===== src/rtl/usrt_cfg_seq_if.sv =====
// Register bus between the configuration sequencer (master) and statusreg (slave).
interface usrt_cfg_seq_if;
    logic       enable;
    logic       pwrite;
    logic [7:0] data;
    logic       ready;
    logic [7:0] status;

    modport master (output enable, output pwrite, output data, input ready, input status);
    modport slave  (input enable, input pwrite, input data, output ready, output status);
endinterface


===== src/rtl/usrt_cfg_seq.sv =====
// Writes a configuration byte to statusreg, reads it back, compares under a mask
// and retries on mismatch or ready timeout.
module usrt_cfg_seq #(
    parameter int         TIMEOUT_CYCLES = 16,
    parameter int         MAX_RETRY      = 2,
    parameter logic [7:0] CHECK_MASK     = 8'hFF
) (
    input  logic          i_Pclk,
    input  logic          i_Reset,
    input  logic          i_Req,
    input  logic [7:0]    i_Cfg,
    output logic          o_Busy,
    output logic          o_Done,
    output logic          o_Error,
    output logic [1:0]    o_RetryCnt,
    output logic [7:0]    o_Cfg,
    usrt_cfg_seq_if.master bus
);

    localparam logic [2:0] ST_IDLE    = 3'd0;
    localparam logic [2:0] ST_WR      = 3'd1;
    localparam logic [2:0] ST_WR_WAIT = 3'd2;
    localparam logic [2:0] ST_RD      = 3'd3;
    localparam logic [2:0] ST_RD_WAIT = 3'd4;
    localparam logic [2:0] ST_CHECK   = 3'd5;

    localparam int              WW        = $clog2(TIMEOUT_CYCLES + 1);
    localparam logic [WW-1:0]   WAIT_LAST = WW'(TIMEOUT_CYCLES - 1);
    localparam logic [1:0]      RETRY_MAX = 2'(MAX_RETRY);

    logic [2:0]    state_r, state_nxt_s;
    logic [WW-1:0] wait_r, wait_nxt_s;
    logic [1:0]    retry_r, retry_nxt_s;
    logic [7:0]    cfg_r, cfg_nxt_s;
    logic [7:0]    rb_r, rb_nxt_s;
    logic [7:0]    ocfg_r, ocfg_nxt_s;
    logic          done_r, done_nxt_s;
    logic          error_r, error_nxt_s;
    logic          busy_r, busy_nxt_s;
    logic          enable_r, enable_nxt_s;
    logic          pwrite_r, pwrite_nxt_s;
    logic [7:0]    data_r, data_nxt_s;
    logic          fail_s;

    function automatic logic masked_eq(input logic [7:0] a, input logic [7:0] b);
        return ((a & CHECK_MASK) == (b & CHECK_MASK));
    endfunction

    // Detect the conditions that send an attempt down the retry/error path.
    always_comb begin
        fail_s = 1'b0;
        case (state_r)
            ST_WR_WAIT, ST_RD_WAIT: fail_s = !bus.ready && (wait_r == WAIT_LAST);
            ST_CHECK:               fail_s = !masked_eq(rb_r, cfg_r);
            default:                fail_s = 1'b0;
        endcase
    end

    // Next-state and datapath logic.
    always_comb begin
        state_nxt_s = state_r;
        wait_nxt_s  = wait_r;
        retry_nxt_s = retry_r;
        cfg_nxt_s   = cfg_r;
        rb_nxt_s    = rb_r;
        ocfg_nxt_s  = ocfg_r;
        done_nxt_s  = 1'b0;
        error_nxt_s = 1'b0;
        case (state_r)
            ST_IDLE: begin
                if (i_Req) begin
                    cfg_nxt_s   = i_Cfg;
                    retry_nxt_s = 2'd0;
                    state_nxt_s = ST_WR;
                end else begin
                    state_nxt_s = ST_IDLE;
                end
            end
            ST_WR: begin
                wait_nxt_s  = '0;
                state_nxt_s = ST_WR_WAIT;
            end
            ST_WR_WAIT: begin
                if (bus.ready) begin
                    state_nxt_s = ST_RD;
                end else begin
                    wait_nxt_s = wait_r + WW'(1);
                end
            end
            ST_RD: begin
                wait_nxt_s  = '0;
                state_nxt_s = ST_RD_WAIT;
            end
            ST_RD_WAIT: begin
                if (bus.ready) begin
                    rb_nxt_s    = bus.status;
                    state_nxt_s = ST_CHECK;
                end else begin
                    wait_nxt_s = wait_r + WW'(1);
                end
            end
            ST_CHECK: begin
                if (masked_eq(rb_r, cfg_r)) begin
                    ocfg_nxt_s  = cfg_r;
                    done_nxt_s  = 1'b1;
                    state_nxt_s = ST_IDLE;
                end else begin
                    state_nxt_s = ST_CHECK;
                end
            end
            default: state_nxt_s = ST_IDLE;
        endcase
        // A failed attempt overrides whatever the state case chose.
        if (fail_s) begin
            if (retry_r < RETRY_MAX) begin
                retry_nxt_s = retry_r + 2'd1;
                state_nxt_s = ST_WR;
            end else begin
                error_nxt_s = 1'b1;
                state_nxt_s = ST_IDLE;
            end
        end else begin
            error_nxt_s = 1'b0;
        end
    end

    // Bus and busy outputs are decoded from the next state so they register cleanly.
    always_comb begin
        busy_nxt_s   = (state_nxt_s != ST_IDLE);
        enable_nxt_s = 1'b0;
        pwrite_nxt_s = pwrite_r;
        data_nxt_s   = 8'h00;
        case (state_nxt_s)
            ST_WR: begin
                enable_nxt_s = 1'b1;
                pwrite_nxt_s = 1'b1;
                data_nxt_s   = cfg_nxt_s;
            end
            ST_RD: begin
                enable_nxt_s = 1'b1;
                pwrite_nxt_s = 1'b0;
            end
            default: enable_nxt_s = 1'b0;
        endcase
    end

    // State and output registers.
    always_ff @(posedge i_Pclk or posedge i_Reset) begin
        if (i_Reset) begin
            state_r  <= ST_IDLE;
            wait_r   <= '0;
            retry_r  <= 2'd0;
            cfg_r    <= 8'h00;
            rb_r     <= 8'h00;
            ocfg_r   <= 8'h00;
            done_r   <= 1'b0;
            error_r  <= 1'b0;
            busy_r   <= 1'b0;
            enable_r <= 1'b0;
            pwrite_r <= 1'b0;
            data_r   <= 8'h00;
        end else begin
            state_r  <= state_nxt_s;
            wait_r   <= wait_nxt_s;
            retry_r  <= retry_nxt_s;
            cfg_r    <= cfg_nxt_s;
            rb_r     <= rb_nxt_s;
            ocfg_r   <= ocfg_nxt_s;
            done_r   <= done_nxt_s;
            error_r  <= error_nxt_s;
            busy_r   <= busy_nxt_s;
            enable_r <= enable_nxt_s;
            pwrite_r <= pwrite_nxt_s;
            data_r   <= data_nxt_s;
        end
    end

    assign o_Busy     = busy_r;
    assign o_Done     = done_r;
    assign o_Error    = error_r;
    assign o_RetryCnt = retry_r;
    assign o_Cfg      = ocfg_r;
    assign bus.enable = enable_r;
    assign bus.pwrite = pwrite_r;
    assign bus.data   = data_r;

endmodule


===== src/flat_wrapper.sv =====
// flat-port wrapper written by rule: the top's interface ports become plain ports
module usrt_cfg_seq_flat 
#(
    parameter int         TIMEOUT_CYCLES = 16,
    parameter int         MAX_RETRY      = 2,
    parameter logic [7:0] CHECK_MASK     = 8'hFF
)
  (i_Pclk, i_Reset, i_Req, i_Cfg, o_Busy, o_Done, o_Error, o_RetryCnt, o_Cfg, bus_enable, bus_pwrite, bus_data, bus_ready, bus_status);
  usrt_cfg_seq_if bus_i ();
  input  logic i_Pclk;
  input  logic i_Reset;
  input  logic i_Req;
  input  logic [7:0] i_Cfg;
  output logic o_Busy;
  output logic o_Done;
  output logic o_Error;
  output logic [1:0] o_RetryCnt;
  output logic [7:0] o_Cfg;
  output wire logic [$bits(bus_i.enable)-1:0] bus_enable;
  output wire logic [$bits(bus_i.pwrite)-1:0] bus_pwrite;
  output wire logic [$bits(bus_i.data)-1:0] bus_data;
  input wire logic [$bits(bus_i.ready)-1:0] bus_ready;
  input wire logic [$bits(bus_i.status)-1:0] bus_status;
  assign bus_enable = bus_i.enable;
  assign bus_pwrite = bus_i.pwrite;
  assign bus_data = bus_i.data;
  assign bus_i.ready = bus_ready;
  assign bus_i.status = bus_status;
  usrt_cfg_seq #(.TIMEOUT_CYCLES(TIMEOUT_CYCLES), .MAX_RETRY(MAX_RETRY), .CHECK_MASK(CHECK_MASK)) u_core (.i_Pclk(i_Pclk), .i_Reset(i_Reset), .i_Req(i_Req), .i_Cfg(i_Cfg), .o_Busy(o_Busy), .o_Done(o_Done), .o_Error(o_Error), .o_RetryCnt(o_RetryCnt), .o_Cfg(o_Cfg), .bus(bus_i));
endmodule

===== config.mk =====
export PLATFORM = sky130hd
export DESIGN_NAME = usrt_cfg_seq_flat
export DESIGN_NICKNAME = d
export VERILOG_FILES = /design/src/rtl/usrt_cfg_seq_if.sv /design/src/rtl/usrt_cfg_seq.sv /design/src/flat_wrapper.sv
export SDC_FILE = /design/constraint.sdc
export NUM_CORES = 1
export LEC_CHECK = 0
export ABC_CLOCK_PERIOD_IN_PS = 5300
export CAP_MARGIN = 20
export CELL_PAD_IN_SITES_DETAIL_PLACEMENT = 2
export CELL_PAD_IN_SITES_GLOBAL_PLACEMENT = 2
export CORE_ASPECT_RATIO = 1.5
export CORE_UTILIZATION = 36
export DETAILED_ROUTE_END_ITERATION = 8
export PLACE_DENSITY = 0.91
export SYNTH_ARGS = -nofsm -noshare
export SYNTH_HDL_FRONTEND = slang
export SYNTH_SLANG_ARGS = --single-unit
export TNS_END_PERCENT = 10

===== constraint.sdc =====
create_clock -name i_Pclk -period 5.3 [get_ports i_Pclk]
set_input_delay 1.06 -clock i_Pclk [delete_from_list [all_inputs] [get_ports i_Pclk]]
set_output_delay 1.06 -clock i_Pclk [all_outputs]
set_load 0.05 [all_outputs]

# After elaboration in Yosys (flattened, before gate mapping)
# Cells that the tools add are included.
[totals]
register_bits = 47
in_bits = 20
out_inout_bits = 23
word_cells = 61
[classes]
addsub = 2
magnitude_cmp = 1
eq_ne = 10
muxes = 23
reduce_logical = 13
[ops]
columns = ["op", "n"]
rows = [
  ["8-bit two-way mux", 3],
  ["3-bit case mux with 6 select lines", 1],
  ["3-bit two-way mux", 4],
  ["5-bit case mux with 2 select lines", 1],
  ["3-bit by 2-bit == test with 1-bit output (second input constant)", 3],
  ["8-bit == test", 1],
  ["2-bit two-way mux", 4],
  ["1-bit two-way mux", 7],
  ["3-bit by 1-bit == test with 1-bit output (second input constant)", 2],
  ["3-bit == test (second input constant)", 2],
  ["2-bit AND reduction", 3],
  ["2-bit OR reduction", 3],
  ["5-bit by 1-bit adder with 5-bit output (second input constant)", 1],
  ["5-bit by 4-bit == test with 1-bit output (second input constant)", 1],
  ["5-bit two-way mux", 1],
  ["1-bit case mux with 2 select lines", 2],
  ["2-bit nonzero test", 2],
  ["3-bit logical NOT", 1],
  ["3-bit nonzero test", 1],
  ["2-bit by 1-bit adder with 2-bit output (second input constant)", 1],
  ["1-bit logical NOT", 2],
  ["2-bit less-than comparator (second input constant)", 1],
  ["2-bit inequality test (second input constant)", 1],
  ["1-bit logical AND", 1],
]

# Depth between registers and ports, before layout
# Gate-level depths: netlist of run 1.
[depth]
ltp_word = 7
ltp_mapped = 8
ltp_nobuf = 8

# Least setup slack after synthesis of run 1
# No wires, ideal clock.
[synth_path]
kind = "input -> register"
from = "input i_Req"
to = "register u_core.data_r[0], in the netlist u_core.bus.data[0]"
setup_ns = 0.133
arrival_ns = 1.984
required_ns = 5.167
slack_ns = 3.183
path_stages = 3
n_path_buf = 0
path_cell_list = "nor4b_4 > mux2_2 > nor2b_2"
[synth_via]
word_cells_on_any_way = 7
cone_classes = "eq/ne: 1; mux: 6"
[synth_lines]
columns = ["element", "line", "source"]
rows = [
  ["from (decl)", "flat_wrapper.sv:12", "input logic i_Req;"],
  ["8-bit two-way mux", "usrt_cfg_seq.sv:71", "if (i_Req) begin"],
  ["8-bit two-way mux", "usrt_cfg_seq.sv:69", "case (state_r)"],
  ["named net u_core.cfg_nxt_s[0]", "usrt_cfg_seq.sv:34", "logic [7:0] cfg_r, cfg_nxt_s;"],
  ["8-bit two-way mux", "usrt_cfg_seq.sv:133", "case (state_nxt_s)"],
  ["named net u_core.data_nxt_s[0]", "usrt_cfg_seq.sv:42", "logic [7:0] data_r, data_nxt_s;"],
  ["to (signal assigned)", "usrt_cfg_seq.sv:174", "data_r <= data_nxt_s;"],
  ["to (decl)", "usrt_cfg_seq.sv:42", ""],
]
# The timed path passes the listed nets, and every way through them passes these cells.
# A chain may end at the register's enable or synchronous reset.

# Worst setup path in the final report of run 1
[layout_path]
from = "input bus_ready"
to = "register u_core.retry_r[0], in the netlist u_core.o_RetryCnt[0]"
[layout_via]
elab_chain_len = 4
[layout_lines]
columns = ["element", "line", "source"]
rows = [
  ["from (decl)", "flat_wrapper.sv:22", "input wire logic [$bits(bus_i.ready)-1:0] bus_ready;"],
  ["1-bit logical NOT", "usrt_cfg_seq.sv:53", "ST_WR_WAIT, ST_RD_WAIT: fail_s = !bus.ready && (wait_r == WAIT_LAST);"],
  ["1-bit logical AND", "usrt_cfg_seq.sv:53", ""],
  ["1-bit case mux with 2 select lines", "usrt_cfg_seq.sv:52", "case (state_r)"],
  ["2-bit two-way mux", "usrt_cfg_seq.sv:114", "if (fail_s) begin"],
  ["named net u_core.retry_nxt_s[0]", "usrt_cfg_seq.sv:33", "logic [1:0] retry_r, retry_nxt_s;"],
  ["to (signal assigned)", "usrt_cfg_seq.sv:165", "retry_r <= retry_nxt_s;"],
  ["to (decl)", "usrt_cfg_seq.sv:33", ""],
]
# The timed path passes the listed nets, and every way through them passes these cells.

==> flow_metrics.env, run 1 <==
export IMPL_timing_slew_headroom=0.496
export IMPL_cts_root_buf="clkbuf_8"
export IMPL_async_flop_share=1.00
export IMPL_share_of_the_synthesized_area_in_the_top_cell_type=0.542
export IMPL_cts_tree="built"
export IMPL_synth_fa_ha_area_frac=0.0115
export IMPL_ant_nets=0
export IMPL_setup_viol=0
export IMPL_crit_path_end_kind="flop"
export IMPL_grt_max_degree=48
export IMPL_drc_errors=0
export IMPL_firstDrtPassIters=4
export IMPL_netlist_top_cells_count="47 x dfrtp_1, 33 x nand2_1, 16 x mux2_2"
export IMPL_p_sw_uw=688
export IMPL_power_share_sequential=0.387
export IMPL_post_detail_place_hpwl_um=3880
export IMPL_cp_slowest_stage_delay_ps=730
export IMPL_crit_family="buffers and inverters"
export IMPL_hold_violations=0
export IMPL_fin_tns_setup_ps=0
export IMPL_antenna_found_initial=0
export IMPL_global_route_overflow=0
export IMPL_synth_edf_count=0
export IMPL_power_density_nw_per_um2=577
export IMPL_io_buffers=42
export IMPL_yosys_area_top_type="dfrtp_1"
export IMPL_placement_rows=34
export IMPL_mappedNetlistArea_um2=2170
export IMPL_top_level_ports=43
export IMPL_syn_area_per_cell_um2=11.9
export IMPL_totalWireLength_um=5580
export IMPL_floorplan_initialDensity=0.375
export IMPL_slew_violations=0
export IMPL_drtIter0Drc=42
export IMPL_postCtsHoldBufs=0
export IMPL_clock_sinks=47
export IMPL_hp_class="reg2reg"
export IMPL_timing_critical_path_cells="clkdlybuf4s50_1, nand3b_1, o311ai_2, o211ai_4, o2bb2ai_2"
export IMPL_worst_path_max_delay_cell="clkdlybuf4s50_1"
export IMPL_critPathBufInv=1
export IMPL_combinational_family_with_the_most_area_after_synthesis="simple AND/OR/NAND/NOR gates"
export IMPL_area_delta_synth_final_pct=27.8
export IMPL_worstPathArrival_ps=2940
export IMPL_cts_buffers_inserted=5
export IMPL_synth_seq_cells=47
export IMPL_grt_first_pass_wirelength_um=9320
export IMPL_synth_yosys_seq_area_share=0.542
export IMPL_htree_num_levels=2
export IMPL_postCtsResizedCells=0
export IMPL_routedWlPerCell_um=18.6
export IMPL_timing_critical_path_fanout_max=13
export IMPL_p_leak_nw=1.21
export IMPL_worstPathRequired_ps=5480
export IMPL_die_area_um2=6350
export IMPL_irDropWorstVdd_mv=0.284
export IMPL_ys_top_cells_by_area="dfrtp_1 54%, mux2_2 8.3%, nand2_1 5.7%"
export IMPL_gr_usage_all_layers=0.198
export IMPL_drv_cap=0
export IMPL_compound_gate_fraction_of_synth_area=0.0819
export IMPL_post_route_non_filler_standard_cell_count=300
export IMPL_postSynth_topFlopCell="dfrtp_1"
export IMPL_insertion_delay_ps=300
export IMPL_synth_simple_gate_area_share=0.197
export IMPL_combPwrFrac=0.447
export IMPL_min_period_ps=2760
export IMPL_netSwitchingFraction=0.430
export IMPL_drive_above_1_share=0.215
export IMPL_grt_setup_unrepaired="false"
export IMPL_power_internal_uw=913
export IMPL_fmaxAchievable_mhz=362
export IMPL_post_synth_xor_area_fraction=0.0404
export IMPL_most_common_cell_in_the_synthesized_netlist="dfrtp_1"
export IMPL_core_area_um2=5790
export IMPL_postSynthNetCount=205
export IMPL_via_to_cell_ratio=5.03
export IMPL_syn_instance_count=183
export IMPL_timing_clock_skew_ps=4.39
export IMPL_result_of_the_run="completed"
export IMPL_place_gp_congestion=0.737
export IMPL_placed_cells_incl_taps=291
export IMPL_cts_repair_timing_setup_buffer_count=0
export IMPL_timing_worst_slew_pin_value_ps=753
export IMPL_synthesis_yosys_warnings=0
export IMPL_clkPwrFrac=0.166
export IMPL_post_synth_mux_area_share=0.101
export IMPL_dr_total_vias=1510
export IMPL_finalCritPeriodShare=0.521
export IMPL_critical_path_class="in2reg"
export IMPL_synth_cell_types=42
export IMPL_die_width_um=65.4
export IMPL_first_global_vias=1800
export IMPL_cts_reportedPaths_clkPinSlew_ps=90
export IMPL_die_height_um=97.1
export IMPL_critPathLaunchType="input pin"
export IMPL_finish_net_count=249
export IMPL_maximum_clock_path_buffer_count=2
export IMPL_antenna_cells_inserted=0
-- sequential cells by signal (all words and copies together) (netlist names) --
register,flops
u_core.bus.pwrite,1
u_core.o_Cfg,8
u_core.bus.enable,1
u_core.o_RetryCnt,2
u_core.state_r,3
u_core.o_Done,1
u_core.o_Error,1
u_core.o_Busy,1
u_core.bus.data,8
u_core.rb_r,8
u_core.wait_r,5
u_core.cfg_r,8
-- final timing paths --
| kind | end | slack, ps | start | depth (start not counted) |
|---|---|---|---|---|
| hold / removal | u_core.rb_r[7] | 520 | u_core.rb_r[7] | 2 |
| max in group asynchronous | u_core.rb_r[0] | 3830 | i_Reset | 3 |
| setup / recovery | u_core.o_RetryCnt[0] | 2540 | bus_ready | 5 |
| min in group asynchronous | u_core.wait_r[1] | 1000 | i_Reset | 2 |
| hold reg to reg | u_core.rb_r[7] | 520 | u_core.rb_r[7] | 2 |
| setup reg to reg | u_core.bus.pwrite | 3050 | u_core.wait_r[0] | 8 |
-- area by class of cell --
type | instances | area, µm²
inverter | 4 | 15.0
multi-input combinational | 126 | 938
tap | 72 | 90.1
clock buffer | 5 | 68.8
timing repair buffer | 43 | 440
clock inverter | 3 | 43.8
fill | 613 | 3010
sequential | 47 | 1180
-- cells in the final DEF, fill, tap and decap left out, types with 2 or more instances in the layout --
cell	synthesis	final
clkdlybuf4s50_1	0	42
nor3_1	2	2
or2_2	2	2
nor2_1	9	9
o21ai_0	7	7
clkbuf_8	0	5
mux2_2	16	16
nand3b_1	2	2
nand2_1	33	33
nor2b_1	2	2
a21oi_2	2	2
xor2_1	8	8
ha_1	2	2
dfrtp_1	47	47
a21oi_1	3	3
nor2b_2	8	8
xnor2_1	2	2
inv_1	4	3
nor4_2	2	2
and3_1	2	2
mux2i_1	4	4
-- worst reg2reg max path, delay by kind of cell (launching register included) --
kind,cells,cell delay (ps)
flops,1,430
fa+ha+maj,2,460
compound gates,3,680
simple gates,3,550
-- power by group through the flow --
stage	combinational, mW	clock [mW]	sequential, mW
2_1_floorplan	0.382	0	0.735
3_3_place_gp	0.681	0	0.619
3_5_place_dp	0.710	0	0.628
4_1_cts	0.727	0.273	0.623
5_1_grt	0.765	0.286	0.639
6_report	0.716	0.265	0.619
-- kinds of logic (layout without fill, tap and decap cells) --
| kind of cell | count (synthesis) | count (layout) |
|---|---|---|
| muxes | 20 | 20 |
| DFF | 47 | 47 |
| adders and majority gates | 2 | 2 |
| AOI/OAI and AO/OA | 22 | 22 |
| buffers and inverters | 10 | 55 |
| xor gates and xnor gates | 10 | 10 |
| and+or+nand+nor | 72 | 72 |
-- through the flow --
stage / hold WS, ps / instance area [µm²] / setup WS [ps] / power (mW) / util
detailed placement: 495 / 2640 / 2230 / 1.34 / 0.456
floorplan: 465 / 2170 / 3120 / 1.12 / -
finish: 520 / 2770 / 2540 / 1.60 / 0.479
CTS: 524 / 2750 / 2510 / 1.62 / 0.476
global route: 542 / 2770 / 2400 / 1.69 / 0.479
global placement: 479 / 2640 / 2300 / 1.30 / 0.456
-- layer usage --
metal  up-vias  wire length [µm]  global-route usage
li1        703                 -                   -
met1       774              2090               0.216
met2        28              3280               0.374
met3         5               134              0.0329
met4         0                77              0.0585
met5         -                 0                   0
Power figures use the tool's default switching activity.
==> inputs of run 2 (changes only) <==
- ABC_CLOCK_PERIOD_IN_PS: 5300 -> 2680
- CORE_UTILIZATION: 36 -> 33
- PLACE_DENSITY: 0.91 -> 0.85
- clock period: 5.3 -> 2.68 ns (I/O delays scaled with it)
==> run 2 against run 1 <==
- hold slack got worse by 19 ps
- total power rose by 100%
- clock skew about the same
- via count increased by 2.2%
- sequential cell count is the same
- sequential power up 99%
- clock-buffer cell count grew 1
- non-clock buffer count is 4 higher
- final area grew 0.90%
- critical path depth rose by 3
- sequential share of layout area shrank 0.38 points
- critical path type is now reg2reg
==> flow_metrics.env, run 2 (same netlist as run 1, synthesis figures left out) <==
export IMPL_power_share_sequential=0.384
export IMPL_postCtsResizedCells=0
export IMPL_grt_setup_unrepaired="false"
export IMPL_timing_worst_slew_pin_value_ps=640
export IMPL_insertion_delay_ps=300
export IMPL_finish_net_count=253
export IMPL_drtIter0Drc=65
export IMPL_min_period_ps=2200
export IMPL_place_gp_congestion=0.787
export IMPL_crit_path_end_kind="flop"
export IMPL_cts_buffers_inserted=5
export IMPL_antenna_cells_inserted=0
export IMPL_htree_num_levels=2
export IMPL_hold_ws_ps=502
export IMPL_critPathLaunchType="flop"
export IMPL_grt_max_degree=26
export IMPL_p_sw_mw=1.36
export IMPL_postCtsHoldBufs=0
export IMPL_most_common_layout_cells="47 x dfrtp_1, 42 x clkdlybuf4s50_1, 33 x nand2_1, 16 x mux2_2, 9 x nor2_1"
export IMPL_hold_violations=0
export IMPL_p_leak_nw=1.23
export IMPL_totalWireLength_um=5650
export IMPL_critical_path_class="reg2reg"
export IMPL_routedWlPerCell_um=18.5
export IMPL_post_detail_place_hpwl_um=4160
export IMPL_antenna_found_initial=0
export IMPL_placed_cell_area_um2=2680
export IMPL_core_area_um2=6260
export IMPL_firstDrtPassIters=4
export IMPL_die_width_um=68.2
export IMPL_timing_critical_path_cells="ha_1, and3_1, ha_1, nor3b_1, or3_1, a21oi_2, o211ai_4, nor2b_2"
export IMPL_timing_clock_skew_ps=4.85
export IMPL_worstPathRequired_ps=2850
export IMPL_combPwrFrac=0.446
export IMPL_drv_cap=0
export IMPL_result_of_the_run="completed"
export IMPL_cts_reportedPaths_clkPinSlew_ps=90
export IMPL_power_density_nw_per_um2=1140
export IMPL_cts_tree="built"
export IMPL_ant_nets=0
export IMPL_fin_tns_setup_ps=0
export IMPL_fmaxAchievable_mhz=454
export IMPL_cp_slowest_stage_delay_ps=480
export IMPL_finalCoreUtilization=0.447
export IMPL_path_common_cell="ha_1"
export IMPL_cts_root_buf="clkbuf_8"
export IMPL_wirelength_met1_um=2180
export IMPL_first_global_vias=1771
export IMPL_worstPathArrival_ps=2370
export IMPL_hp_class="reg2reg"
export IMPL_dr_wl_met3_um=106
export IMPL_drc_errors=0
export IMPL_finalCritPeriodShare=0.823
export IMPL_gr_usage_all_layers=0.189
export IMPL_timing_critical_path_fanout_max=10
export IMPL_dr_total_vias=1543
export IMPL_worst_path_max_delay_cell="o211ai_4"
export IMPL_layout_cells_most_common="dfrtp_1"
export IMPL_netSwitchingFraction=0.425
export IMPL_area_delta_synth_final_pct=29.0
export IMPL_power_internal_mw=1.84
export IMPL_setup_viol=0
export IMPL_clock_sinks=47
export IMPL_die_area_um2=6910
export IMPL_io_buffers=42
export IMPL_drive_above_1_share=0.228
export IMPL_global_route_overflow=0
export IMPL_detailroute_wirelength_met2_um=3270
export IMPL_fin_area_um2=2800
export IMPL_maximum_clock_path_buffer_count=2
export IMPL_placement_rows=35
export IMPL_die_height_um=101
export IMPL_floorplan_initialDensity=0.346
export IMPL_via_to_cell_ratio=5.04
export IMPL_clkPwrFrac=0.170
export IMPL_slew_violations=0
export IMPL_irDropWorstVdd_mv=0.507
export IMPL_grt_first_pass_wirelength_um=9270
export IMPL_maxUsedRoutingLayer="met4"
export IMPL_timing_slew_headroom=0.573
export IMPL_cts_repair_timing_setup_buffer_count=0
export IMPL_top_level_ports=43
[run 2: routing by layer]
metal | vias up | global-route usage
met4 | 0 | 0.0689
met2 | 26 | 0.345
met5 | - | 0
li1 | 717 | -
met3 | 6 | 0.0338
met1 | 794 | 0.212
[run 2: layout make-up]
cell class / instances / area, µm²
fillers: 663 / 3460
clock buffers: 6 / 82.6
flip-flops and latches: 47 / 1180
multi-input cells: 126 / 938
well taps: 74 / 92.6
repair buffers: 47 / 458
inverters: 4 / 15.0
clock inverters: 2 / 35.0
[run 2: power groups by stage]
stage | combinational, mW | sequential [mW] | clock, mW
after global routing | 1.53 | 1.27 | 0.586
after CTS | 1.45 | 1.24 | 0.559
after detailed placement | 1.44 | 1.25 | 0
after floorplan | 0.755 | 1.45 | 0
final | 1.43 | 1.23 | 0.543
after global placement | 1.36 | 1.23 | 0
[run 2: final timing paths]
check                                 startpoint            endpoint  slack (ps)  depth (start not counted)
worst max-delay path            u_core.wait_r[0]  u_core.bus.data[5]         480                          8
max in group asynchronous                i_Reset  u_core.bus.data[2]        1470                          3
min in group asynchronous                i_Reset      u_core.rb_r[7]         590                          2
worst min-delay path              u_core.rb_r[2]      u_core.rb_r[2]         500                          2
worst min register to register    u_core.rb_r[2]      u_core.rb_r[2]         500                          2
worst max register to register  u_core.wait_r[0]  u_core.bus.data[5]         480                          8
[run 2: worst max-delay path: cells and delay by family (launching register included)]
kind                     cells  cell delay, ps
AND/OR/NAND/NOR              4             610
AO/OA/AOI/OAI                2             560
adder cells (fa/ha/maj)      2             450
flip-flops                   1             440
[run 2: through the flow]
step	setup slack (ps)	total power, mW	std cells
floorplan	738	2.21	183
global placement	415	2.59	298
detailed placement	321	2.69	298
CTS	441	3.25	306
global route	297	3.38	306
finish	475	3.20	306
